[src/rtl/sgd_pkg.sv]
// Shared types and defaults for the SGD sequencer and its serial deserialiser.
// Holds the FSM state encoding, the default word length and the lane index helper.
package sgd_pkg;

    localparam int LENGTH_DEF       = 16;
    localparam int MAX_FEATURES_DEF = 15;

    typedef enum logic [2:0] {
        ST_LOAD  = 3'd0,
        ST_ISSUE = 3'd1,
        ST_START = 3'd2,
        ST_WAIT  = 3'd3,
        ST_DONE  = 3'd4
    } state_t;

    // Words of a point arrive highest lane first, so word k of a point lands in lane (nw-1)-k.
    function automatic logic [3:0] lane_of(input logic [3:0] nw_m1, input logic [3:0] word_idx);
        return nw_m1 - word_idx;
    endfunction

endpackage

[src/rtl/sgd_ser_deser.sv]
// Bit-serial to row deserialiser: LSB-first words, highest lane first, into one wide row.
// Latency: row_vld/row_dat update on the edge that samples the last bit of lane 0.
// No backpressure: one bit accepted every enabled cycle; row_vld is a 1-cycle pulse.
module sgd_ser_deser
    import sgd_pkg::*;
#(
    parameter int LENGTH     = LENGTH_DEF,
    parameter int DATA_WIDTH = LENGTH_DEF * (MAX_FEATURES_DEF + 1)
) (
    input  logic                  clk,
    input  logic                  rst,
    input  logic                  en,
    input  logic                  s,
    input  logic [3:0]            nw_m1,
    output logic                  row_done,
    output logic                  row_vld,
    output logic [DATA_WIDTH-1:0] row_dat
);

    localparam int BW = $clog2(LENGTH);

    logic [BW-1:0]         bit_cnt_q, bit_cnt_d;
    logic [3:0]            word_cnt_q, word_cnt_d;
    logic [LENGTH-1:0]     sh_q, sh_d;
    logic [DATA_WIDTH-1:0] row_q, row_d;
    logic                  row_vld_q, row_vld_d;
    logic [LENGTH-1:0]     word;
    logic [3:0]            lane;

    // Shift in one bit per cycle; on a word boundary drop it into its lane, on the last lane flag the row.
    always_comb begin
        bit_cnt_d  = bit_cnt_q;
        word_cnt_d = word_cnt_q;
        sh_d       = sh_q;
        row_d      = row_q;
        row_vld_d  = 1'b0;
        row_done   = 1'b0;
        word       = {s, sh_q[LENGTH-1:1]};
        lane       = lane_of(nw_m1, word_cnt_q);
        if (en) begin
            sh_d = word;
            if (bit_cnt_q == BW'(LENGTH - 1)) begin
                bit_cnt_d = '0;
                row_d[LENGTH*int'(lane) +: LENGTH] = word;
                if (word_cnt_q == nw_m1) begin
                    word_cnt_d = '0;
                    row_done   = 1'b1;
                    row_vld_d  = 1'b1;
                end else begin
                    word_cnt_d = word_cnt_q + 4'd1;
                end
            end else begin
                bit_cnt_d = bit_cnt_q + BW'(1);
            end
        end
    end

    // Assembler state; reset drops any partial row and clears unused lanes.
    always_ff @(posedge clk) begin
        if (rst) begin
            bit_cnt_q  <= '0;
            word_cnt_q <= '0;
            sh_q       <= '0;
            row_q      <= '0;
            row_vld_q  <= 1'b0;
        end else begin
            bit_cnt_q  <= bit_cnt_d;
            word_cnt_q <= word_cnt_d;
            sh_q       <= sh_d;
            row_q      <= row_d;
            row_vld_q  <= row_vld_d;
        end
    end

    assign row_vld = row_vld_q;
    assign row_dat = row_q;

endmodule

[src/rtl/sgd_sequencer.sv]
// SGD accelerator controller: loads serial training rows into memory, then runs epoch x point updates.
// Latency: row write 1 cycle after its last bit; minimum 3 cycles per update pass (issue/start/wait).
// Backpressure: waits indefinitely in WAIT for the datapath's upd_done pulse; serial input never stalls.
module sgd_sequencer
    import sgd_pkg::*;
#(
    parameter int ADDR_WIDTH   = 12,
    parameter int MAX_FEATURES = MAX_FEATURES_DEF,
    parameter int LENGTH       = LENGTH_DEF,
    parameter int DATA_WIDTH   = LENGTH * (MAX_FEATURES + 1)
) (
    input  logic                  CLK,
    input  logic                  RST,
    input  logic                  S,
    input  logic [3:0]            feat,
    input  logic [7:0]            epoch,
    input  logic [3:0]            learn_rate,
    input  logic [ADDR_WIDTH-1:0] data_points,
    input  logic                  upd_done,
    output logic                  mem_we,
    output logic [ADDR_WIDTH-1:0] mem_waddr,
    output logic [DATA_WIDTH-1:0] mem_wdata,
    output logic [ADDR_WIDTH-1:0] mem_raddr,
    output logic                  upd_start,
    output logic                  upd_last,
    output logic [3:0]            lr_shift,
    output logic [3:0]            feat_q,
    output logic [7:0]            epoch_cnt,
    output logic                  busy,
    output logic                  SGD_DONE
);

    state_t                state_q, state_d;
    logic [3:0]            feat_d;
    logic [7:0]            epoch_cfg_q, epoch_cfg_d;
    logic [3:0]            lr_shift_q, lr_shift_d;
    logic [ADDR_WIDTH-1:0] dp_cfg_q, dp_cfg_d;
    logic [ADDR_WIDTH-1:0] dp_cnt_q, dp_cnt_d;
    logic [7:0]            epoch_cnt_q, epoch_cnt_d;
    logic [ADDR_WIDTH-1:0] waddr_q, waddr_d;
    logic [ADDR_WIDTH-1:0] raddr_q, raddr_d;
    logic                  row_done;
    logic                  deser_en;
    logic                  at_last_dp;
    logic                  at_last_ep;

    assign at_last_dp = (dp_cnt_q == dp_cfg_q - ADDR_WIDTH'(1));
    assign at_last_ep = (epoch_cnt_q == epoch_cfg_q - 8'd1);
    // With zero points there is nothing to load, so the deserialiser never runs.
    assign deser_en   = (state_q == ST_LOAD) && (dp_cfg_q != '0);

    sgd_ser_deser #(
        .LENGTH     (LENGTH),
        .DATA_WIDTH (DATA_WIDTH)
    ) u_deser (
        .clk      (CLK),
        .rst      (RST),
        .en       (deser_en),
        .s        (S),
        .nw_m1    (feat_q),
        .row_done (row_done),
        .row_vld  (mem_we),
        .row_dat  (mem_wdata)
    );

    // Configuration follows the inputs while in reset and freezes once running; feat is clamped.
    always_comb begin
        feat_d      = feat_q;
        epoch_cfg_d = epoch_cfg_q;
        lr_shift_d  = lr_shift_q;
        dp_cfg_d    = dp_cfg_q;
        if (RST) begin
            feat_d      = (int'(feat) > MAX_FEATURES) ? 4'(MAX_FEATURES) : feat;
            epoch_cfg_d = epoch;
            lr_shift_d  = learn_rate;
            dp_cfg_d    = data_points;
        end
    end

    // Configuration registers (no reset value of their own: reset is the capture window).
    always_ff @(posedge CLK) begin
        feat_q      <= feat_d;
        epoch_cfg_q <= epoch_cfg_d;
        lr_shift_q  <= lr_shift_d;
        dp_cfg_q    <= dp_cfg_d;
    end

    // Next state: load all rows, then issue/start/wait per row until the final epoch wraps.
    always_comb begin
        state_d = state_q;
        case (state_q)
            ST_LOAD: begin
                if (dp_cfg_q == '0) begin
                    state_d = ST_DONE;
                end else if (row_done && at_last_dp) begin
                    state_d = (epoch_cfg_q == 8'd0) ? ST_DONE : ST_ISSUE;
                end
            end
            ST_ISSUE: state_d = ST_START;
            ST_START: state_d = ST_WAIT;
            ST_WAIT: begin
                if (upd_done) begin
                    state_d = (at_last_dp && at_last_ep) ? ST_DONE : ST_ISSUE;
                end
            end
            ST_DONE: state_d = ST_DONE;
            default: state_d = ST_LOAD;
        endcase
    end

    // Run counters: dp_cnt indexes rows for both writing and reading; epoch_cnt counts full passes.
    always_comb begin
        dp_cnt_d    = dp_cnt_q;
        epoch_cnt_d = epoch_cnt_q;
        waddr_d     = waddr_q;
        if (state_q == ST_LOAD && row_done) begin
            waddr_d  = dp_cnt_q;
            dp_cnt_d = at_last_dp ? '0 : dp_cnt_q + ADDR_WIDTH'(1);
        end else if (state_q == ST_WAIT && upd_done) begin
            if (at_last_dp) begin
                dp_cnt_d    = '0;
                epoch_cnt_d = epoch_cnt_q + 8'd1;
            end else begin
                dp_cnt_d = dp_cnt_q + ADDR_WIDTH'(1);
            end
        end
        // Present the read address during ISSUE so the sync RAM row is ready in START.
        raddr_d = (state_d == ST_ISSUE) ? dp_cnt_d : raddr_q;
    end

    // State register and run counters.
    always_ff @(posedge CLK) begin
        if (RST) begin
            state_q     <= ST_LOAD;
            dp_cnt_q    <= '0;
            epoch_cnt_q <= '0;
            waddr_q     <= '0;
            raddr_q     <= '0;
        end else begin
            state_q     <= state_d;
            dp_cnt_q    <= dp_cnt_d;
            epoch_cnt_q <= epoch_cnt_d;
            waddr_q     <= waddr_d;
            raddr_q     <= raddr_d;
        end
    end

    // Moore outputs decoded from the current state.
    always_comb begin
        upd_start = (state_q == ST_START);
        upd_last  = (state_q == ST_START) && at_last_dp;
        busy      = (state_q != ST_DONE);
        SGD_DONE  = (state_q == ST_DONE);
    end

    assign mem_waddr = waddr_q;
    assign mem_raddr = raddr_q;
    assign lr_shift  = lr_shift_q;
    assign epoch_cnt = epoch_cnt_q;

endmodule

[config.mk]
export PLATFORM = sky130hd
export DESIGN_NAME = sgd_sequencer
export DESIGN_NICKNAME = d
export VERILOG_FILES = /design/src/rtl/sgd_pkg.sv /design/src/rtl/sgd_ser_deser.sv /design/src/rtl/sgd_sequencer.sv
export SDC_FILE = /design/constraint.sdc
export NUM_CORES = 1
export LEC_CHECK = 0
export ABC_AREA = 0
export CELL_PAD_IN_SITES_DETAIL_PLACEMENT = 1
export CELL_PAD_IN_SITES_GLOBAL_PLACEMENT = 1
export CORE_MARGIN = 8
export CORE_UTILIZATION = 40
export DETAILED_ROUTE_END_ITERATION = 16
export PLACE_DENSITY = 0.88
export SYNTH_ARGS = -nofsm -noshare
export SYNTH_HDL_FRONTEND = slang
export SYNTH_SLANG_ARGS = --single-unit
[constraint.sdc]
create_clock -name CLK -period 6.3 [get_ports CLK]
set_input_delay 0.63 -clock CLK [delete_from_list [all_inputs] [get_ports CLK]]
set_output_delay 0.63 -clock CLK [all_outputs]
set_load 0.01 [all_outputs]
### Word level (Yosys, flattened, before mapping)

Cells that the tools add are included.

* bits in registers: 356
* output and inout port bits: 301
* word-level logic and storage cells: 62
* input port bits: 32

* $add $sub $neg: 8
* equality and inequality tests: 10
* shift operators: 2
* bitwise gates (word level): 1
* reductions and logical operators: 12
* multiplexer cells: 15

Operators by type and width (number)
* $bwmux 256: 1
* $shift 16x33->256 const A: 1
* $shiftx 16x33->256: 1
* $mux 12: 3
* $neg 8->33: 1
* $mux 3: 5
* $pmux 3 s5: 1
* $add 12x1->12 const B: 1
* $eq 12x12->1: 1
* $logic_not 12->1: 1
* $reduce_bool 12->1: 1
* $sub 12x1->12 const B: 1
* $add 4x1->4 const B: 2
* $add 8x1->8 const B: 1
* $eq 8x8->1: 1
* $logic_not 8->1: 1
* $mux 4: 2
* $sub 8x1->8 const B: 1
* $eq 3x1->1 const B: 2
* $eq 3x2->1 const B: 2
* $logic_and 1x1->1: 6
* $eq 4x4->1: 1
* $eq 4x4->1 const B: 1
* $sub 4x4->4: 1
* other kinds (7): 9

### Logic depth before layout (Yosys ltp)

* depth after elaboration: 9
* gate-level depth with buffers: 15
* gate-level depth less buffers: 13

### Hierarchy

From an unflattened synthesis, not the netlist that was laid out.

* cell total of the unflattened synthesis: 1465
* area, all modules: 15034.4 um2

Modules (own cells, without submodules)
* sgd_ser_deser: cells each 1098, area an instance 11407.2 um2, times used 1
* sgd_sequencer: cells each 367, area an instance 3627.2 um2, times used 1

### Least setup slack after synthesis

OpenSTA, ideal clock, no wires.

* kind: register -> output
* start point: register dp_cfg_q[0]
* end point: output port upd_last
* data required time: 5.670 ns
* arrival: 2.897 ns
* path slack: 2.773 ns
* cell stages (with the launch flop): 11
* cells stage by stage: edfxtp_1 > inv_1 > ha_1 > or4b_2 > nor4_1 > mux2i_1 > a21oi_1 > or4_1 > buf_2 > buf_6 > nor3_1

* cells in the longest elaborated chain, start to end: 3

RTL lines
* from (decl): RTL line sgd_sequencer.sv:37 `logic [ADDR_WIDTH-1:0] dp_cfg_q, dp_cfg_d;`
* from (signal assigned): RTL line sgd_sequencer.sv:85 `dp_cfg_q <= dp_cfg_d;`
* $sub 12x1->12: RTL line sgd_sequencer.sv:47 `assign at_last_dp = (dp_cnt_q == dp_cfg_q - ADDR_WIDTH'(1));`
* $eq 12x12->1: RTL line sgd_sequencer.sv:47
* $logic_and 1x1->1: RTL line sgd_sequencer.sv:151 `upd_last = (state_q == ST_START) && at_last_dp;`
* to (decl): RTL line sgd_sequencer.sv:25 `output logic upd_last,`

No other way between the ends.

### Final worst setup path

Ends and elaborated chain as after synthesis.

==> results.sh <==
export IMPL_worstHoldPathType="flop to flop"
export IMPL_finalCritPeriodShare_pct=79.2
export IMPL_ys_seq_area_share_pct=51.8
export IMPL_crit_family="simple AND/OR/NAND/NOR gates"
export IMPL_p_leak_nw=6.28
export IMPL_critPathArrivalTime_ns=4.36
export IMPL_layout_drive_gt1_share_pct=5.48
export IMPL_synth_cells=1700
export IMPL_viasPerCell=5.68
export IMPL_switchingPower_mw=1.13
export IMPL_ios=333
export IMPL_cts_max_level=2
export IMPL_grt_use_total_pct=25.4
export IMPL_die_y_um=205
export IMPL_drc=0
export IMPL_yosysWarnings=0
export IMPL_finalNonFillerCells=2415
export IMPL_grt_pass1_vias=14500
export IMPL_power_density_nw_per_um2=249
export IMPL_synth_fp_nets=1746
export IMPL_initial_core_util_pct=40.4
export IMPL_clock_latency_ns=0.54
export IMPL_clk_path_buf_depth=3
export IMPL_cts_root_buf="clkbuf_16"
export IMPL_final_nets=1973
export IMPL_cts_sinks=355
export IMPL_path_buf_inv=2
export IMPL_post_route_util_pct=53.6
export IMPL_crit_required_ns=5.67
export IMPL_clkTransAtPathRegs_ns=0.06
export IMPL_cp_max_fo=18
export IMPL_internal_power_mw=3.58
export IMPL_worstSetupStartpoint="dp_cfg_q[0]$_DFFE_PP_"
export IMPL_crit_path_cell_trace="inv_1, ha_1, or4b_2, nor4_1, mux2i_1, a21oi_1, or4_1, nor3_1, clkdlybuf4s50_1"
export IMPL_layout_common_cells="336 x nand2_1, 331 x clkdlybuf4s50_1, 327 x dfxtp_1"
export IMPL_ff2ff_setup_slack_ns=1.80
export IMPL_hold_viol=0
export IMPL_clock_power_share_pct=45.5
export IMPL_final_common_cell="nand2_1"
export IMPL_use_met1_pct=29.9
export IMPL_grt_pass1_wl_um=84300
export IMPL_ant_nets=0
export IMPL_cts_repair_resized=0
export IMPL_routabilityCongestion=0.821
export IMPL_overflow=0
export IMPL_cts_tree="done"
export IMPL_synth_edf_count=28
export IMPL_relSlewSlack_pct=13.0
export IMPL_grtUsageMet3_pct=6.40
export IMPL_setup_viol=0
export IMPL_p_comb_share_pct=5.4
export IMPL_status="completed"
export IMPL_swShare_pct=24.0
export IMPL_start_kind="flop"
export IMPL_hold_buffers=0
export IMPL_hold_depth=2
export IMPL_reg2reg_depth=14
export IMPL_io_buffer_count=332
export IMPL_critical_path_max_stage_delay_ns=0.87
export IMPL_dieWidth_um=205
export IMPL_hpwl_um=37200
export IMPL_tns_ns=0
export IMPL_post_cts_buffers=0
export IMPL_crit_type="flop to output pin"
export IMPL_die_area_um2=42000
export IMPL_rows=69
export IMPL_numCtsBuffers=38
export IMPL_avgSynthCellArea_um2=8.39
export IMPL_dp_cells=2348
export IMPL_core_region_area_um2=35300
export IMPL_globalRouteMet2Util_pct=42.8
export IMPL_cp_end_kind="output pin"
export IMPL_holdWs_ns=0.451
export IMPL_wl_per_cell_um=23.2
export IMPL_max_cap_violations=0
export IMPL_timing_rr_end="u_deser.row_dat[216]$_SDFFE_PP0P_"
export IMPL_seq_power_share_pct=49.2
export IMPL_synthFlopType="dfxtp_1"
export IMPL_ir_drop_uv=231
export IMPL_ys_async_sr_fraction_pct=0
export IMPL_antenna_found_initial=2
export IMPL_n_fill_cell=4056
export IMPL_top_usage_layer="met2"
export IMPL_holdPathEnd="u_deser.row_dat[242]$_SDFFE_PP0P_"
export IMPL_rsz0062_at_grt="no"
export IMPL_crit_path_top_delay_cell="or4_1"
export IMPL_maxSlewViolCount=0
export IMPL_fmax_ghz=0.200
export IMPL_r2r_start="u_deser.word_cnt_q[1]$_SDFFE_PP0P_"
export IMPL_min_from="u_deser.row_dat[242]$_SDFFE_PP0P_"
export IMPL_drt_iter0_drc=780
export IMPL_finalCriticalPeriod_ns=4.99
export IMPL_synth_seq_cells=355
export IMPL_vias=13700
export IMPL_syn2layout_area_growth_pct=32.8
export IMPL_firstDrtPassIters=4
export IMPL_synth_cell_types=54
export IMPL_worstMarginPinSlew_ns=1.30
export IMPL_routed_wl_um=56100
export IMPL_fin_skew_ns=0.0241
export IMPL_synth_area_um2=14300
export IMPL_grt_max_degree=235
## through the flow
| stage | total power, mW | worst slack [ns] | instance area (um2) |
|---|---|---|---|
| global route | 4.85 | 1.09 | 18900 |
| CTS | 4.74 | 1.30 | 18900 |
| detailed placement | 2.62 | 1.87 | 17700 |
| finish | 4.72 | 1.31 | 18900 |
| global placement | 2.60 | 1.91 | 17700 |
| floorplan | 2.52 | 2.77 | 14300 |
## state kept, by name, indices dropped and copies added, names as in the netlist
name / count
mem_waddr: 12
u_deser.row_vld: 1
u_deser.bit_cnt_q: 4
epoch_cnt: 8
epoch_cfg_q: 8
dp_cfg_q: 12
u_deser.sh_q: 15
lr_shift: 4
feat_q: 4
mem_raddr: 12
u_deser.row_dat: 256
u_deser.word_cnt_q: 4
dp_cnt_q: 12
state_q: 3
## power by group through the flow
stage | combinational, mW | clock (mW) | sequential [mW]
5_1_grt | 0.271 | 2.26 | 2.32
4_1_cts | 0.251 | 2.17 | 2.32
3_3_place_gp | 0.238 | 0 | 2.37
2_1_floorplan | 0.158 | 0 | 2.36
6_report | 0.253 | 2.14 | 2.32
3_5_place_dp | 0.248 | 0 | 2.37
## synthesized netlist by cell type, types with 4 or more instances
| library cell | n | area (um2) |
|---|---|---|
| xor2_1 | 17 | 149 |
| nand3_1 | 197 | 986 |
| nor2b_1 | 17 | 106 |
| a21oi_1 | 282 | 1410 |
| dfxtp_1 | 327 | 6550 |
| and3_1 | 13 | 81.3 |
| inv_1 | 14 | 52.6 |
| mux2_4 | 10 | 150 |
| and3b_1 | 4 | 35.0 |
| o21ai_0 | 7 | 35.0 |
| or4_1 | 4 | 30.0 |
| nand2b_1 | 5 | 31.3 |
| or3_1 | 32 | 200 |
| nand2_1 | 336 | 1260 |
| clkbuf_1 | 131 | 492 |
| xnor2_1 | 36 | 315 |
| nand4_1 | 52 | 325 |
| nor4_1 | 6 | 37.5 |
| mux2i_1 | 17 | 170 |
| nor2_1 | 51 | 191 |
| nor3_1 | 27 | 135 |
| buf_1 | 32 | 120 |
| ha_1 | 13 | 163 |
| edfxtp_1 | 28 | 841 |
## final cells by class
type / count / area [um2] / share of cell area, %
clock buffers: 57 / 1100 / 5.83
flip-flops and latches: 355 / 7390 / 39.0
diodes: 2 / 5.00 / 0.0264
inverters: 14 / 52.6 / 0.277
well taps: 461 / 577 / 3.05
multi-input cells: 1164 / 6220 / 32.8
clock inverters: 8 / 88.8 / 0.469
repair buffers: 354 / 3510 / 18.5
## per-layer routing
metal | vias up | wire length, um
li1 | 6260 | -
met1 | 6842 | 22200
met3 | 142 | 4300
met4 | 0 | 2830
met5 | - | 0
met2 | 485 | 26800
## worst reg2reg max path, stage by stage, from the launching register on
cell,delay [ns]
dfxtp_1,0.43
inv_1,0.07
ha_1,0.28
nor2b_1,0.13
o21a_1,0.17
o21ai_0,0.34
nand2_1,0.10
ha_1,0.37
inv_1,0.09
nand2_1,0.31
nor3_2,0.25
buf_4,0.29
nand3_1,0.76
or3_1,0.65
a21oi_1,0.16
## kinds of logic (layout without fill, tap and decap cells)
kind of cell               Yosys count  after routing  share of synthesized area (%)
DFF                                355            355                           51.8
buffers and inverters              181            433                           4.89
adders and majority gates           14             14                           1.28
AOI/OAI and AO/OA                  303            303                           11.0
xor gates and xnor gates            53             53                           3.25
other                                0              2                              0
and+or+nand+nor                    765            765                           25.4
muxes                               29             29                           2.40
## how the worst max path moves through the flow
| stage | end | depth (start not counted) |
|---|---|---|
| after floorplan | upd_last | 10 |
| after global placement | upd_last | 9 |
| after detailed placement | u_deser.row_dat[220]$_SDFFE_PP0P_ | 14 |
| after CTS | upd_last | 9 |
| after global routing | upd_last | 9 |
| final | upd_last | 9 |
Power figures use the tool's default switching activity.
